--- src/rtl/mem_access_stage.sv ---
// RV32 MEM pipeline stage: drives a req/ack data-memory bus, aligns store lanes,
// extends load data, stalls upstream while waiting, registers results for MEM_WB.
module mem_access_stage #(
  parameter int TIMEOUT = 16
) (
  input  logic        clk_i,
  input  logic        reset_i,
  input  logic        valid_i,
  input  logic        MemRead_i,
  input  logic        MemWrite_i,
  input  logic [2:0]  funct3_i,
  input  logic [31:0] ALUResult_i,
  input  logic [31:0] storeData_i,
  input  logic [4:0]  rd_i,
  input  logic        RegWrite_i,
  output logic        stall_o,
  output logic        dmem_req_o,
  output logic        dmem_we_o,
  output logic [31:0] dmem_addr_o,
  output logic [3:0]  dmem_be_o,
  output logic [31:0] dmem_wdata_o,
  input  logic [31:0] dmem_rdata_i,
  input  logic        dmem_ack_i,
  output logic        valid_o,
  output logic [31:0] ALUResult_o,
  output logic [31:0] memWrite_out2_o,
  output logic [4:0]  rd_o,
  output logic        RegWrite_o,
  output logic        misalign_o,
  output logic        timeout_o
);

  localparam int CW = (TIMEOUT > 2) ? $clog2(TIMEOUT) : 1;

  typedef enum logic {S_IDLE, S_WAIT} state_e;

  state_e          state_q, state_d;
  logic [CW-1:0]   cnt_q, cnt_d;

  // Instruction captured at accept; drives the bus for the whole WAIT phase.
  logic            lat_we_q, lat_we_d;
  logic            lat_load_q, lat_load_d;
  logic [2:0]      lat_f3_q, lat_f3_d;
  logic [31:0]     lat_addr_q, lat_addr_d;
  logic [3:0]      lat_be_q, lat_be_d;
  logic [31:0]     lat_wdata_q, lat_wdata_d;
  logic [4:0]      lat_rd_q, lat_rd_d;
  logic            lat_rw_q, lat_rw_d;

  logic            valid_q, valid_d;
  logic [31:0]     alu_q, alu_d;
  logic [31:0]     mdata_q, mdata_d;
  logic [4:0]      rd_q, rd_d;
  logic            rw_q, rw_d;
  logic            misalign_q, misalign_d;
  logic            timeout_q, timeout_d;

  logic [1:0]      in_off;
  logic [3:0]      in_be;
  logic [31:0]     in_wdata;
  logic            in_mem;
  logic            in_mis;

  function automatic logic [31:0] load_extend(input logic [31:0] rdata,
                                              input logic [2:0]  f3,
                                              input logic [1:0]  off);
    logic [31:0] sh;
    sh = rdata >> {off, 3'b000};
    case (f3)
      3'b000:  return {{24{sh[7]}}, sh[7:0]};
      3'b001:  return {{16{sh[15]}}, sh[15:0]};
      3'b100:  return {24'd0, sh[7:0]};
      3'b101:  return {16'd0, sh[15:0]};
      default: return sh;
    endcase
  endfunction

  always_comb begin
    in_off   = ALUResult_i[1:0];
    in_mem   = MemRead_i | MemWrite_i;
    in_wdata = storeData_i << {in_off, 3'b000};
    case (funct3_i[1:0])
      2'b00:   in_be = 4'b0001 << in_off;
      2'b01:   in_be = 4'b0011 << in_off;
      default: in_be = 4'b1111;
    endcase
    in_mis = ((funct3_i[1:0] == 2'b01) && in_off[0]) ||
             (funct3_i[1] && (in_off != 2'b00));
  end

  always_comb begin
    // NOTE: every signal gets a default first so no path through the case infers a latch.
    state_d      = state_q;
    cnt_d        = cnt_q;
    lat_we_d     = lat_we_q;
    lat_load_d   = lat_load_q;
    lat_f3_d     = lat_f3_q;
    lat_addr_d   = lat_addr_q;
    lat_be_d     = lat_be_q;
    lat_wdata_d  = lat_wdata_q;
    lat_rd_d     = lat_rd_q;
    lat_rw_d     = lat_rw_q;
    valid_d      = 1'b0;
    alu_d        = '0;
    mdata_d      = '0;
    rd_d         = '0;
    rw_d         = 1'b0;
    misalign_d   = 1'b0;
    timeout_d    = 1'b0;
    stall_o      = 1'b0;
    dmem_req_o   = 1'b0;
    dmem_we_o    = 1'b0;
    dmem_addr_o  = '0;
    dmem_be_o    = '0;
    dmem_wdata_o = '0;

    case (state_q)
      S_IDLE: begin
        if (valid_i) begin
          if (!in_mem) begin
            valid_d = 1'b1;
            alu_d   = ALUResult_i;
            rd_d    = rd_i;
            rw_d    = RegWrite_i;
          end else if (in_mis) begin
            valid_d    = 1'b1;
            misalign_d = 1'b1;
            alu_d      = ALUResult_i;
            rd_d       = rd_i;
          end else begin
            stall_o      = 1'b1;
            dmem_req_o   = 1'b1;
            dmem_we_o    = MemWrite_i;
            dmem_addr_o  = {ALUResult_i[31:2], 2'b00};
            dmem_be_o    = in_be;
            dmem_wdata_o = in_wdata;
            lat_we_d     = MemWrite_i;
            lat_load_d   = MemRead_i;
            lat_f3_d     = funct3_i;
            lat_addr_d   = ALUResult_i;
            lat_be_d     = in_be;
            lat_wdata_d  = in_wdata;
            lat_rd_d     = rd_i;
            lat_rw_d     = RegWrite_i;
            cnt_d        = CW'(1);
            state_d      = S_WAIT;
          end
        end
      end
      S_WAIT: begin
        dmem_req_o   = 1'b1;
        dmem_we_o    = lat_we_q;
        dmem_addr_o  = {lat_addr_q[31:2], 2'b00};
        dmem_be_o    = lat_be_q;
        dmem_wdata_o = lat_wdata_q;
        alu_d        = lat_addr_q;
        rd_d         = lat_rd_q;
        if (dmem_ack_i) begin
          valid_d = 1'b1;
          rw_d    = lat_rw_q;
          mdata_d = lat_load_q ? load_extend(dmem_rdata_i, lat_f3_q, lat_addr_q[1:0]) : '0;
          state_d = S_IDLE;
        end else if (cnt_q == CW'(TIMEOUT - 1)) begin
          valid_d   = 1'b1;
          timeout_d = 1'b1;
          state_d   = S_IDLE;
        end else begin
          stall_o = 1'b1;
          alu_d   = '0;
          rd_d    = '0;
          cnt_d   = cnt_q + CW'(1);
        end
      end
      default: state_d = S_IDLE;
    endcase
  end

  // NOTE: state is updated with non-blocking assignments so every flop samples pre-edge values.
  always_ff @(posedge clk_i) begin
    if (reset_i) begin
      state_q     <= S_IDLE;
      cnt_q       <= '0;
      lat_we_q    <= 1'b0;
      lat_load_q  <= 1'b0;
      lat_f3_q    <= '0;
      lat_addr_q  <= '0;
      lat_be_q    <= '0;
      lat_wdata_q <= '0;
      lat_rd_q    <= '0;
      lat_rw_q    <= 1'b0;
      valid_q     <= 1'b0;
      alu_q       <= '0;
      mdata_q     <= '0;
      rd_q        <= '0;
      rw_q        <= 1'b0;
      misalign_q  <= 1'b0;
      timeout_q   <= 1'b0;
    end else begin
      state_q     <= state_d;
      cnt_q       <= cnt_d;
      lat_we_q    <= lat_we_d;
      lat_load_q  <= lat_load_d;
      lat_f3_q    <= lat_f3_d;
      lat_addr_q  <= lat_addr_d;
      lat_be_q    <= lat_be_d;
      lat_wdata_q <= lat_wdata_d;
      lat_rd_q    <= lat_rd_d;
      lat_rw_q    <= lat_rw_d;
      valid_q     <= valid_d;
      alu_q       <= alu_d;
      mdata_q     <= mdata_d;
      rd_q        <= rd_d;
      rw_q        <= rw_d;
      misalign_q  <= misalign_d;
      timeout_q   <= timeout_d;
    end
  end

  assign valid_o         = valid_q;
  assign ALUResult_o     = alu_q;
  assign memWrite_out2_o = mdata_q;
  assign rd_o            = rd_q;
  assign RegWrite_o      = rw_q;
  assign misalign_o      = misalign_q;
  assign timeout_o       = timeout_q;

endmodule
--- config.mk ---
export PLATFORM = sky130hd
export DESIGN_NAME = mem_access_stage
export DESIGN_NICKNAME = d
export VERILOG_FILES = /design/src/rtl/mem_access_stage.sv
export SDC_FILE = /design/constraint.sdc
export NUM_CORES = 1
export LEC_CHECK = 0
export ABC_AREA = 1
export CAP_MARGIN = 20
export CELL_PAD_IN_SITES_DETAIL_PLACEMENT = 0
export CELL_PAD_IN_SITES_GLOBAL_PLACEMENT = 1
export CORE_ASPECT_RATIO = 1.25
export CORE_MARGIN = 10
export CORE_UTILIZATION = 27
export CTS_BUF_LIST = sky130_fd_sc_hd__clkbuf_4
export DETAILED_ROUTE_END_ITERATION = 10
export HOLD_SLACK_MARGIN = 0.02
export PLACE_DENSITY = 0.69
export SYNTH_ARGS = -nofsm -noshare
export SYNTH_HDL_FRONTEND = slang
export SYNTH_SLANG_ARGS = --single-unit
export TNS_END_PERCENT = 100
--- constraint.sdc ---
create_clock -name clk_i -period 1.7 [get_ports clk_i]
set_clock_uncertainty 0.1 [all_clocks]
set_input_delay 0.17 -clock clk_i [delete_from_list [all_inputs] [get_ports clk_i]]
set_output_delay 0.17 -clock clk_i [all_outputs]
set_load 0.02 [all_outputs]
==> out/metrics.yaml, run 1 <==
synth_cells: 1066
cp_max_fo: 8
crit_path_cell_trace: "nor2_4 > nand4_4 > clkinv_8 > buf_12 > buf_16 > nand2_4 > nand2_2 > buf_6"
fp.dieW_um: 165
hold_depth: 3
h-tree-depth: 4
cp_data_arrival_time_ps: 1910
slew_viol_final: 0
worst_setup_path_end_kind: "primary output"
synthTopCellsByArea: "dfxtp_1, nand2_1, a21oi_1"
die_y_um: 201
final_common_cell: "nand2_1"
cts_made_buffers: 17
period_minus_slack_ps: 2180
synth-seq-cells: 157
grt_max_degree: 90
worstHoldPathType: "primary input to flip-flop"
place.gp.congestion: 0.857
crit_path_top_delay_cell: "dfxtp_4"
cpLargestDelayFamily: "buffers and inverters"
via_per_inst: 4.57
seq_area_mm2: 0.00315
setup_slack_ps: -479
start_util: 0.273
grt_usage: 0.175
grt_pass1_wl_mm: 45.5
critical_path.max_stage_delay_ps: 370
finalSetupTns_ps: -29660
synth_edf_count: 0
top_level_ports: 255
clkLatencyLatePin_ps: 580
ys_types: 28
reg2reg_from: "state_q"
cts_root_buffer: "clkbuf_4"
critPathBufInv: 4
finalHoldViolCount: 0
violations: "setup timing"
layout_common_cells: "nand2_1, dfxtp_1, buf_4, a21oi_1, clkdlybuf4s50_1"
required_ps: 1430
syn-cell-area_mm2: 0.00709
area_delta_synth_final_pct: 78.3
leakagePower_nw: 6.06
antenna_found_initial: 3
grt-ovfl-total: 0
outcome: "complete, but fails checks"
multiInputGateArea_mm2: 0.00410
worstHoldStart: "rd_i[2]"
core_area_mm2: 0.0259
r2r_setup_slack_ps: -260
maxCapViolations: 0
synth-seq-area-share: 0.443
async_flop_share: 0
clock_path_buffers: 2
timing.fmax_mhz: 459
drt_iter0_markers: 379
grt_pass1_vias: 7982
crit_type: "flip-flop to primary output"
rsz0062_at_grt: "true"
post-place-ws_ps: -796
yosysWarnings: 0
vias: 8234
yosysTopAreaCell: "dfxtp_1"
timing.rr.end: "lat_f3_q[2]"
synth_top_area_frac: 0.443
clock-sinks: 157
portBuffers: 252
remaining_drc_errors: 0
whs_ps: 78.4
synth_flop_cell: "dfxtp_1"
ir_worst_vdd_mv: 0.427
routed_wl_mm: 30.5
postSynthAreaPerCell_um2: 6.65
dp_hpwl_mm: 20.1
num_rows: 66
wire_per_inst_um: 16.9
whs_endpoint: "lat_rd_q[2]"
antenna_left: 0
placed_cell_area_mm2: 0.0107
clk_pin_slew_worst_paths_ps: 140
start_kind: "flip-flop"
fillCellCount: 2621
fin_crit_sh: 1.28
drive_gt1_frac: 0.308
finalSetupViolCount: 81
dr.pass1.iters: 5
nets: 1559
post-route-cell-area_mm2: 0.0126
cts_tree: "done"
rr_worst_depth: 13
power.density_mw_per_mm2: 685
die-area_mm2: 0.0332
## timing repair
| action | CTS | global route |
|---|---|---|
| pin swaps | 35 | 41 |
| setup buffers | 39 | 17 |
| hold buffers | 6 | 0 |
| cloned | 8 | 4 |
| endpoints found under the hold margin | 91 | 0 |
| endpoints found under the setup margin | 190 | 121 |
| resized for setup | 609 | 96 |
## final cells by class
type                       instances  area share
antenna                            3    0.000594
clock buffer                      19      0.0113
clock inverter                    12      0.0134
inverter                          57      0.0187
multi-input combinational        780       0.325
sequential                       157       0.249
tap                              340      0.0337
timing repair buffer             434       0.348
## stage by stage
stage,utilization,total power [mW],cells
floorplan,-,4.75,1067
global placement,0.413,5.70,1704
detailed placement,0.413,5.70,1704
CTS,0.471,8.67,1787
global route,0.487,9.05,1802
finish,0.487,8.65,1802
## flip-flops by register name, summed over array words and instances (netlist names)
signal and flops:
lat_f3_q 3, timeout_o 1, lat_addr_q 32, ALUResult_o 32
lat_rw_q 1, misalign_o 1, lat_rd_q 5, lat_load_q 1
memWrite_out2_o 32, lat_be_q 4, rd_o 5, valid_o 1
state_q 1, cnt_q 4, RegWrite_o 1, lat_we_q 1
lat_wdata_q 32
## where the power goes
group | switching, mW | total (mW) | internal [mW]
clock | 1.39 | 2.57 | 1.18
sequential | 0.0672 | 3.87 | 3.80
combinational | 1.16 | 2.21 | 1.04
## cell families (layout without fill, tap and decap cells)
group,after synthesis,count (layout),share of synthesized area
AND/OR/NAND/NOR,573,573,0.322
AO/OA/AOI/OAI,196,196,0.145
flip-flops,157,157,0.443
buffers and inverters,130,522,0.0764
multiplexers,7,7,0.00988
adder cells (fa/ha/maj),1,1,0.00176
other,1,5,0.000529
XOR/XNOR,1,1,0.00124
## per-layer routing
metal | track usage | share of wire | vias up
li1 | - | - | 4170
met1 | 0.205 | 0.41 | 3814
met2 | 0.309 | 0.51 | 215
met3 | 0.0347 | 0.057 | 35
met4 | 0.0577 | 0.020 | 0
met5 | 0 | 0 | -
## worst register-to-register path, cell delays in order (launching register included)
cell and delay [ps]:
dfxtp_4 380, nor2_4 50, nand4_4 120, clkinv_8 130, buf_12 160, buf_16 150, buf_6 120, buf_6 100
buf_6 100, buf_6 110, buf_6 120, buf_6 120, nand2_2 50, a21oi_2 40
## Yosys cell counts, types with 2 or more instances
library cell and instances:
a21oi_1 127, dfxtp_1 157, buf_6 3, inv_2 5
o21ai_0 52, nand3_1 58, nand3_2 3, nor2_4 2
buf_2 16, buf_1 4, nand2_1 458, a211oi_1 7
clkbuf_1 47, mux2i_1 7, o211ai_1 8, nor2_1 46
buf_4 3, nor3_1 2, inv_1 52
## worst max path at each step
stage	start	endpoint	slack, ps	cells after the start
3_3_place_gp	ALUResult_i[1]	dmem_wdata_o[26]	-790	8
4_1_cts	state_q	dmem_wdata_o[21]	-570	8
3_5_place_dp	ALUResult_i[1]	dmem_wdata_o[13]	-800	8
5_1_grt	state_q	dmem_addr_o[20]	-580	8
2_1_floorplan	state_q	dmem_addr_o[23]	110	8
6_report	state_q	dmem_addr_o[20]	-480	8
No activity file was read; power rests on OpenSTA's default activity.
==> inputs of run 2 (changes only) <==
--- a/config.mk
+++ b/config.mk
@@ -9,12 +9,12 @@
 export CAP_MARGIN = 20
 export CELL_PAD_IN_SITES_DETAIL_PLACEMENT = 0
 export CELL_PAD_IN_SITES_GLOBAL_PLACEMENT = 1
-export CORE_ASPECT_RATIO = 1.25
+export CORE_ASPECT_RATIO = 0.9
 export CORE_MARGIN = 10
 export CORE_UTILIZATION = 27
 export CTS_BUF_LIST = sky130_fd_sc_hd__clkbuf_4
 export DETAILED_ROUTE_END_ITERATION = 10
-export HOLD_SLACK_MARGIN = 0.02
+export HOLD_SLACK_MARGIN = 0.05
 export PLACE_DENSITY = 0.69
 export SYNTH_ARGS = -nofsm -noshare
 export SYNTH_HDL_FRONTEND = slang
==> out/metrics.yaml, run 2 (synthesized netlist as in run 1, its figures left out) <==
wire_per_inst_um: 16.2  # -4.1%
cp_data_arrival_time_ps: 1910  # about the same
nets: 1541  # -1.2%
worst_setup_path_end_kind: "primary output"
antenna_found_initial: 3  # unchanged
vias: 8080  # -1.9%
final_common_cell: "nand2_1"
finalHoldViolCount: 0  # unchanged
num_rows: 56  # -15%
required_ps: 1430  # about the same
crit_path_cell_trace: "nor2_4 > nand4_4 > clkinv_4 > buf_12 > buf_8 > buf_8 > nand2_2 > nand2_2 > buf_6"
finalSetupViolCount: 82  # +1.2%
critical_path.endpoint: "dmem_be_o[3]"
die-area_mm2: 0.0331  # about the same
power.density_mw_per_mm2: 680  # -0.72%
outcome: "complete, but fails checks"
crit_type: "flip-flop to primary output"
dr.pass1.iters: 4  # -1
cts_made_buffers: 17  # unchanged
clock_path_buffers: 2  # unchanged
critPathLaunch: "state_q"
grt_pass1_wl_mm: 45.1  # -0.96%
grt_usage: 0.169  # -0.00595
worst_pin_slew_ps: 512
period_minus_slack_ps: 2180  # +3.26 ps
h-tree-depth: 4  # unchanged
cts_tree: "done"
cp_max_fo: 5  # -3
maxCapViolations: 0  # unchanged
clk_pin_slew_worst_paths_ps: 140  # about the same
cts_root_buffer: "clkbuf_4"
timing.rr.end: "ALUResult_o[1]"
grt_pass1_vias: 7983  # +0.013%
start_kind: "flip-flop"
place.gp.congestion: 0.799  # -6.8%
worstHoldPathType: "primary input to flip-flop"
hold_buffers: 32  # +26
leakagePower_nw: 5.68  # -6.2%
grt_max_degree: 81  # -10%
grt-ovfl-total: 0  # unchanged
area_delta_synth_final_pct: 70.0
post-place-ws_ps: -821  # -24.4 ps
p_total_mw: 8.19  # -5.3%
remaining_drc_errors: 0  # unchanged
fillCellCount: 2714  # +3.5%
max_slew_margin: 0.655
finalSetupTns_ps: -25300  # +4370 ps
rsz0062_at_grt: "true"
die_y_um: 174  # -14%
seq_area_mm2: 0.00315  # about the same
top_level_ports: 255  # unchanged
critPathBufInv: 5  # +1
crit_path_top_delay_cell: "dfxtp_4"
dp_hpwl_mm: 19.8  # -1.6%
core_area_mm2: 0.0260  # +0.25%
drive_gt1_frac: 0.243  # -0.0650
setup_slack_ps: -482  # -3.26 ps
portBuffers: 252  # unchanged
start_util: 0.273  # -0.000684
drt_iter0_markers: 423  # +12%
slew_viol_final: 0  # unchanged
cpLargestDelayFamily: "buffers and inverters"
via_per_inst: 4.51  # -1.3%
clock-sinks: 157  # unchanged
fin_crit_sh: 1.28  # +0.00192
routed_wl_mm: 29.1  # -4.6%
clkLatencyLatePin_ps: 570  # about the same
rr_worst_depth: 10  # -3
antenna_left: 0  # unchanged
timing.fmax_mhz: 458  # -0.15%
whs_ps: 99.4  # +21.1 ps
cp.depth: 9  # +1
violations: "setup timing"
fp.dieW_um: 191  # +16%
ir_worst_vdd_mv: 0.434  # +1.4%
r2r_setup_slack_ps: -60  # +200 ps
layout_common_cells: "nand2_1, dfxtp_1, a21oi_1, clkdlybuf4s50_1, buf_4"
multiInputGateArea_mm2: 0.00379  # -7.7%
critical_path.max_stage_delay_ps: 380  # about the same
reg2reg_from: "state_q"
-- run 2: cell types whose count changed in the layout (fill, tap and decap cells not counted), sizes merged --
cell	change
buf	-43
bufinv	-4
clkbuf	-2
clkdlybuf4s50	-1
clkinv	-2
clkinvlp	+2
diode	-1
dlygate4sd2	+1
dlygate4sd3	+26
inv	+6
-- run 2: worst min-delay path by stage --
stage / endpoint / slack [ps] / cells after the start / startpoint
after floorplan: timeout_o / 150 / 1 / dmem_ack_i
after global placement: lat_be_q[0] / 350 / 2 / lat_be_q[0]
after detailed placement: rd_o[1] / 360 / 2 / lat_rd_q[1]
after CTS: ALUResult_o[2] / 50 / 3 / ALUResult_i[2]
after global routing: lat_addr_q[24] / 50 / 3 / ALUResult_i[24]
final: lat_load_q / 100 / 3 / MemRead_i
-- run 2: repair_timing --
action,4_1_cts,5_1_grt
cloned,4,3
buffers inserted,16,7
endpoints found under the setup margin,150,121
pin swaps,23,23
gates resized for setup,534,65
endpoints found under the hold margin,64,1
-- run 2: cell type report --
class,count,area share
Antenna cell,2,0.000415
Inverter,57,0.0186
Tap cell,348,0.0361
Clock inverter,14,0.0107
Timing Repair Buffer,416,0.347
Sequential cell,157,0.261
Multi-Input combinational cell,780,0.314
Clock buffer,18,0.0112
-- run 2: worst min-delay path, delay by kind of cell --
kind / cells / cell delay (ps)
buffers and inverters: 1 / 420
AO/OA/AOI/OAI: 1 / 50
AND/OR/NAND/NOR: 1 / 80
-- run 2: per-stage QoR --
step                      utilization  instance area (um2)  instances
after floorplan                     -                 7090       1067
after global placement          0.409                10600       1699
after detailed placement        0.409                10600       1699
after CTS                       0.452                11800       1783
after global routing            0.464                12000       1791
final                           0.464                12100       1792
-- run 2: per-layer routing --
metal	vias up	wire length, um	GRT usage	share of wire
li1	4136	-	-	-
met1	3649	13500	0.225	0.47
met2	265	12900	0.261	0.44
met3	28	2200	0.0509	0.076
met4	2	429	0.0410	0.015
met5	-	13	0	0.00045
-- run 2: where the power goes --
group	internal (mW)	switching [mW]
registers	3.81	0.0677
clock network	0.653	1.61
logic	0.980	1.07
total	5.44	2.75
==> inputs of run 3 (changes only) <==
--- a/config.mk
+++ b/config.mk
@@ -10,7 +10,7 @@
 export CELL_PAD_IN_SITES_DETAIL_PLACEMENT = 0
 export CELL_PAD_IN_SITES_GLOBAL_PLACEMENT = 1
 export CORE_ASPECT_RATIO = 0.9
-export CORE_MARGIN = 10
+export CORE_MARGIN = 2
 export CORE_UTILIZATION = 27
 export CTS_BUF_LIST = sky130_fd_sc_hd__clkbuf_4
 export DETAILED_ROUTE_END_ITERATION = 10
==> out/metrics.yaml, run 3 (synthesized netlist as in run 1, its figures left out) <==
outcome: "complete, but fails checks"
violations: "setup timing"
worstHoldStart: "ALUResult_i[8]"
grt_usage: 0.191  # +0.0217
switching_share: 0.335  # -0.000427
whs_ps: 102  # +2.26 ps
remaining_drc_errors: 0  # unchanged
portBuffers: 252  # unchanged
clk_pin_slew_worst_paths_ps: 170  # +30 ps
cp_max_fo: 28  # +23
maxCapViolations: 0  # unchanged
fillCellCount: 2676  # -1.4%
leakagePower_nw: 5.58  # -1.8%
dp_hpwl_mm: 17.6  # -11%
core_area_mm2: 0.0259  # -0.27%
routed_wl_mm: 27.8  # -4.3%
p_seq_frac: 0.477  # +0.004
crit_type: "primary input to primary output"
post-route-cell-area_mm2: 0.0119  # -1.2%
clkLatencyLatePin_ps: 560  # about the same
antenna_left: 0  # unchanged
combinationalPowerShare: 0.246  # -0.004
drive_gt1_frac: 0.242  # -0.00177
required_ps: 1430  # about the same
finalSetupViolCount: 69  # -16%
finalSetupTns_ps: -22950  # +2350 ps
cp_data_arrival_time_ps: 1830  # -80 ps
start_kind: "primary input"
die-area_mm2: 0.0276  # -17%
via_per_inst: 4.50  # -0.13%
clock_path_buffers: 2  # unchanged
placed_cell_area_mm2: 0.0106  # unchanged
h-tree-depth: 4  # unchanged
p_int_mw: 5.40  # -0.81%
critPathLaunch: "ALUResult_i[1]"
area_delta_synth_final_pct: 67.9
setup_slack_ps: -398  # +84.6 ps
place.gp.congestion: 0.847  # +6.1%
timing.fmax_mhz: 477  # +4.0%
worst_setup_path_end_kind: "primary output"
finalHoldViolCount: 0  # unchanged
fin_cells: 1785  # -0.39%
cts_tree: "done"
fin_crit_sh: 1.23  # -0.0498
clock-sinks: 157  # unchanged
cts_made_buffers: 17  # unchanged
drt_iter0_markers: 403  # -4.7%
dr.pass1.iters: 5  # +1
dp_cells: 1698  # -0.059%
num_rows: 56  # unchanged
slew_viol_final: 0  # unchanged
p_switching_mw: 2.72  # -1.0%
worstHoldPathType: "primary input to flip-flop"
p_total_mw: 8.12  # -0.88%
layout_common_cells: "nand2_1, dfxtp_1, a21oi_1, clkdlybuf4s50_1, buf_4"
grt_pass1_wl_mm: 41.6  # -7.7%
antenna_found_initial: 2  # -1
vias: 8038  # -0.52%
power.share.clock: 0.276  # about the same
reg2reg_from: "state_q"
period_minus_slack_ps: 2100  # -84.6 ps
grt-ovfl-total: 0  # unchanged
final_common_cell: "nand2_1"
grt_max_degree: 83  # +2.5%
nets: 1535  # -0.39%
cts_root_buffer: "clkbuf_4"
wire_per_inst_um: 15.6  # -4.0%
power.density_mw_per_mm2: 682  # +0.34%
start_util: 0.273  # +0.000737
fp.dieW_um: 175  # -8.4%
grt_pass1_vias: 7555  # -5.4%
top_level_ports: 255  # unchanged
die_y_um: 158  # -9.2%
ir_worst_vdd_mv: 0.423  # -2.4%
rsz0062_at_grt: "true"
## run 3: cell type report
| type | instances | area [um2] | area share |
|---|---|---|---|
| repair buffers | 410 | 4070 | 0.342 |
| multi-input cells | 780 | 3750 | 0.315 |
| flip-flops and latches | 157 | 3150 | 0.265 |
| well taps | 348 | 435 | 0.0366 |
| inverters | 57 | 226 | 0.0190 |
| clock buffers | 18 | 135 | 0.0114 |
| clock inverters | 14 | 130 | 0.0109 |
| diodes | 1 | 2.50 | 0.000210 |
## run 3: power groups by stage
stage / logic, mW / clock network, mW / registers (mW)
after global routing: 2.16 / 2.52 / 3.90
after detailed placement: 1.72 / 0 / 3.96
after global placement: 1.73 / 0 / 3.95
final: 2.00 / 2.25 / 3.88
after CTS: 1.92 / 2.34 / 3.88
after floorplan: 0.764 / 0 / 3.98
## run 3: path summary, 6_finish.rpt
kind | cells past startpoint | to | slack, ps
min reg2reg | 2 | lat_wdata_q[27] | 380
max | 9 | dmem_wdata_o[25] | -400
max reg2reg | 10 | cnt_q[1] | 40
min | 3 | lat_addr_q[8] | 100
## run 3: stage by stage
stage | utilization | worst slack [ps]
6_report | 0.459 | -398
5_1_grt | 0.459 | -536
4_1_cts | 0.446 | -491
3_5_place_dp | 0.410 | -814
3_3_place_gp | 0.410 | -818
2_1_floorplan | - | 110
## run 3: critical path: stages
cell and delay (ps):
clkdlybuf4s50_1 600, inv_1 130, buf_12 180, buf_4 140, o21ai_0 200, buf_4 150, nand2_2 60, nand2_2 80
buf_6 120
## run 3: routing by layer
metal  share of wire  vias to the layer above  global-route usage  wire length (um)
met5         0.00040                        -                   0                11
met4           0.013                        2              0.0401               364
met3           0.057                       28              0.0432              1570
met2            0.46                      231               0.305             12700
met1            0.47                     3662               0.264             13200
li1                -                     4115                   -                 -
## run 3: what timing repair did
item                                    4_1_cts  5_1_grt
gates cloned                                  5        4
buffers inserted                             10       11
endpoints found under the setup margin      150      152
resized for setup                           508       91
pin swaps                                     6       16
endpoints found under the hold margin        97        1
hold buffers                                 30        1
==> RTL change 1: new RTL, settings of run 2 <==
Reset style: asynchronous (`reset_i`), changed in one clocked block.
--- a/src/rtl/mem_access_stage.sv
+++ b/src/rtl/mem_access_stage.sv
@@ -178,3 +178,3 @@
   // NOTE: state is updated with non-blocking assignments so every flop samples pre-edge values.
-  always_ff @(posedge clk_i) begin
+  always_ff @(posedge clk_i or posedge reset_i) begin
     if (reset_i) begin
Function: differs if reset_i is asserted again (counterexample within 4 cycles, from zero or initial values and one cycle with reset_i high); with reset_i held inactive, the same outputs for 4 cycles.
==> RTL change 1 against run 2 <==
- the run still ends with negative setup slack left
- sequential share of layout area is 5.1 points higher
- register-to-register slack gained 0.03 ns
- first-iteration DRC count rose by 3.5%
- count of clock-buffer cells in the layout is 1 lower
- sequential cell count stayed put
- synthesized area rose by 4.3%
- routed wire length increased by 7.5%
- final area rose by 4.3%
- worst setup slack worse by 0.064 ns
- critical path type unchanged
Power is not compared: it rests on default switching activity, and its combinational part moved more than twofold at a synthesized area within 25%.
==> RTL change 1: results (changes against run 2) <==
pin count of the biggest net entering global routing=57 (-30%); mean cell area of the mapped netlist=7.86 sq um (+18%); most frequent cells after synthesis=sky130_fd_sc_hd__nand2_1, sky130_fd_sc_hd__o21ai_0, sky130_fd_sc_hd__dfrtp_1; Initial DRT Pass Iterations=5 (+1); setup violators final=73 (-11%); M1 WL=13,800 um (+1.7%); Total Nets Final=1,426 (-7.5%); violated checks=negative setup slack; post-placement cell count=1,594 (-6.2%); vias in the first global route=7,834 (-1.9%); met3 layer usage reported by global route=0.0563 (+0.00537); via/cell ratio=4.62 (+2.5%); post-placement cell area=11,000 sq um (+3.4%); fraction of final layout cells sized beyond drive strength 1=0.263 (+0.0196); Final WS setup=-0.546 ns (-0.0635 ns); worst-path fanout max=21 (+16); met2 Track Usage GR=0.284 (+0.0235); XOR/XNOR share of the synthesized area=0 (-0.00124); endpoint of the most critical setup path=dmem_wdata_o[25]; Detailed Route Iter0 Violations=438 (+3.5%); critical path's slowest cell=sky130_fd_sc_hd__dfrtp_1; GRT Util Overall=0.171 (+0.00136); pre-CTS setup slack=-1.04 ns (-0.216 ns); GPL Wtd Cong=0.879 (+10%); met2 wire len=15,000 um (+16%); post-synthesis mux area share=0 (-0.00988); Worst Hold End=memWrite_out2_o[6]; total met3 wirelength after detailed routing=2350 um (+6.9%); final cell count without fillers=1,682 (-6.1%); synth unique cells=26 (-7.1%); run status=finished with violations; Least-Margin Pin Slew=0.540 ns (+0.0286 ns); reg2reg end=memWrite_out2_o[2]; met1 track utilization from global routing=0.215 (-0.00990); Arrival @ worst endpoint=1.98 ns (+0.07 ns); dominant cells by area after synthesis=sky130_fd_sc_hd__dfrtp_1, sky130_fd_sc_hd__nand2_1, sky130_fd_sc_hd__o21ai_0; WL final=31,300 um (+7.5%); asr flop ratio synth=1.00 (+1.00); fraction of the mapped netlist area in compound gates=0.161 (+0.0168); global-route wire length before repair=46,400 um (+2.9%); crit path from=state_q
[RTL change 1: cell types whose count changed after synthesis, moves of 31 or more]
cell	before	now
sky130_fd_sc_hd__dfrtp_1	0	157
sky130_fd_sc_hd__inv_1	52	83
sky130_fd_sc_hd__o21ai_0	52	193
sky130_fd_sc_hd__dfxtp_1	157	0
sky130_fd_sc_hd__a21oi_1	127	28
sky130_fd_sc_hd__nand2_1	458	271
[RTL change 1: area by class of cell]
type | count | area, sq um
antenna | 1 | 2.50
clock buffer | 17 | 128
clock inverter | 15 | 163
fill | 2639 | 14400
inverter | 89 | 359
multi-input combinational | 635 | 3360
sequential | 157 | 3930
tap | 354 | 443
timing repair buffer | 414 | 4190
[RTL change 1: repair_timing]
| item | CTS | global route |
|---|---|---|
| pin swaps | 3 | 4 |
| gates resized for setup | 609 | 113 |
| hold buffers | 10 | 0 |
| endpoints found under the hold margin | 57 | 0 |
| buffers inserted | 20 | 18 |
| gates cloned | 8 | 8 |
| endpoints found under the setup margin | 211 | 158 |
==> RTL change 2: new RTL, config.mk and constraints of run 2 <==
Made on the original files. Set the parameter `TIMEOUT` to 32 (it was 16).
--- a/src/rtl/mem_access_stage.sv
+++ b/src/rtl/mem_access_stage.sv
@@ -3,3 +3,3 @@
 module mem_access_stage #(
-  parameter int TIMEOUT = 16
+  parameter int TIMEOUT = 32
 ) (
Check against the original RTL: no difference found for any inputs over 4 cycles, from zero or initial values and one cycle with reset_i high; that may be too few to reach the edited logic, so the function may still have changed.
==> RTL change 2 against run 2 <==
- the run still ends with negative setup slack left
- worst setup slack worse by 0.042 ns
- final area increased by 8.3%
- sequential cell count is 1 higher
- via count grew 2.8%
- synthesized area is 0.94% higher
- routed wire length up 7.9%
- hold slack better by 0.023 ns
- power increased by 3.7%
- combinational power up 16%
==> RTL change 2: results (changes against run 2) <==
dominant cells by area after synthesis=sky130_fd_sc_hd__dfxtp_1, sky130_fd_sc_hd__nand2_1, sky130_fd_sc_hd__a21oi_1; fraction of final layout cells sized beyond drive strength 1=0.331 (+0.0874); placed wire-length estimate after detailed placement=20,400 um (+3.0%); num sequential=158 (+0.64%); number of fill cells=2,578 (-5.0%); via/cell ratio=4.58 (+1.7%); Worst slew margin=0.607 (-0.0479); fraction of area in multi-input gates=0.334 (+0.0198); worst voltage drop across the vdd grid=0.352 mV (-19%); violated checks=negative setup slack; final antenna diode count=3 (+1); most frequent cells after synthesis=sky130_fd_sc_hd__nand2_1, sky130_fd_sc_hd__dfxtp_1, sky130_fd_sc_hd__a21oi_1; GPL Wtd Cong=0.798 (about the same); Initial DRT Pass Iterations=5 (+1); combined area of the multi-input logic cells=4360 sq um (+15%); Final Util=0.501 (+0.0372); bufs w/o clock=431 (+3.6%); fraction of area in registers=0.243 (-0.0186); Resized cells post-CTS=593 (+11%); global-route wire length before repair=45,800 um (+1.6%); leakage dissipation=6.22 nW (+9.5%); P_comb=0.00237 W (+16%); setup violators final=124 (+51%); run status=finished with violations; summed negative setup slack over all endpoints=-33.26 ns (-7.97 ns); GRT Util Overall=0.174 (+0.00482); worst-path fanout max=6 (+1); Total Nets Final=1,561 (+1.3%); drt wl/cell=17.3 um (+6.8%); reg-to-reg startpoint=state_q; pre-CTS setup slack=-0.783 ns (+0.0376 ns); Worst Hold End=rd_o[3]; endpoint of the most critical setup path=dmem_be_o[2]; count of clock buffers in the final design=18 (unchanged); proportion of final cell area spent on non-clock buffers=0.349 (+0.00123); Internal=0.00562 W (+3.2%); share of synthesized area occupied by flip-flops and latches=0.442 (-0.00131); pin count of the biggest net entering global routing=73 (-9.9%); Final WS setup=-0.524 ns (-0.0419 ns); post-placement cell count=1,705 (+0.35%); r2r worst-path depth=12 (+2); insertion delay of the later-clocked pin in the worst-skew pair=0.54 ns (-0.03 ns); worst hold-check slack=0.122 ns (+0.0228 ns); number of antenna violations at the first check in global routing=2 (-1); reg2reg end=ALUResult_o[29]; post-placement cell area=10,700 sq um (+0.32%); number of buffers inserted by hold repair at cts=17 (-47%); Non-CTS inverters=55 (-3.5%); synthesized instance count=1,069 (+0.28%); source of the worst hold timing path=rd_i[3]; Setup Buffers After CTS=26 (+10); vias in the first global route=7,884 (-1.2%)
[RTL change 2: cell types whose count changed in the layout (fill, tap and decap cells not counted), moves of 15 or more]
cell and delta:
sky130_fd_sc_hd__dlygate4sd3_1 -15, sky130_fd_sc_hd__buf_6 +17, sky130_fd_sc_hd__a21oi_2 +28, sky130_fd_sc_hd__nand2_4 +49, sky130_fd_sc_hd__nand2_1 -57, sky130_fd_sc_hd__a21oi_1 -27
[RTL change 2: cells by family (layout without fill, tap and decap cells)]
family,count (synthesis),count (layout),share of synthesized area
adder cells (fa/ha/maj),2,2,0.00350
buffers and inverters,127,517,0.0803
flip-flops,158,158,0.442
AND/OR/NAND/NOR,574,574,0.317
multiplexers,7,7,0.00979
AO/OA/AOI/OAI,200,200,0.147
other,1,5,0.000524
[RTL change 2: metal layers]
layer	wire length [um]	up-vias	global-route usage
li1	-	4195	-
met1	13900	3866	0.217
met2	15100	217	0.285
met3	2040	25	0.0524
met4	427	0	0.0452
met5	0	-	0
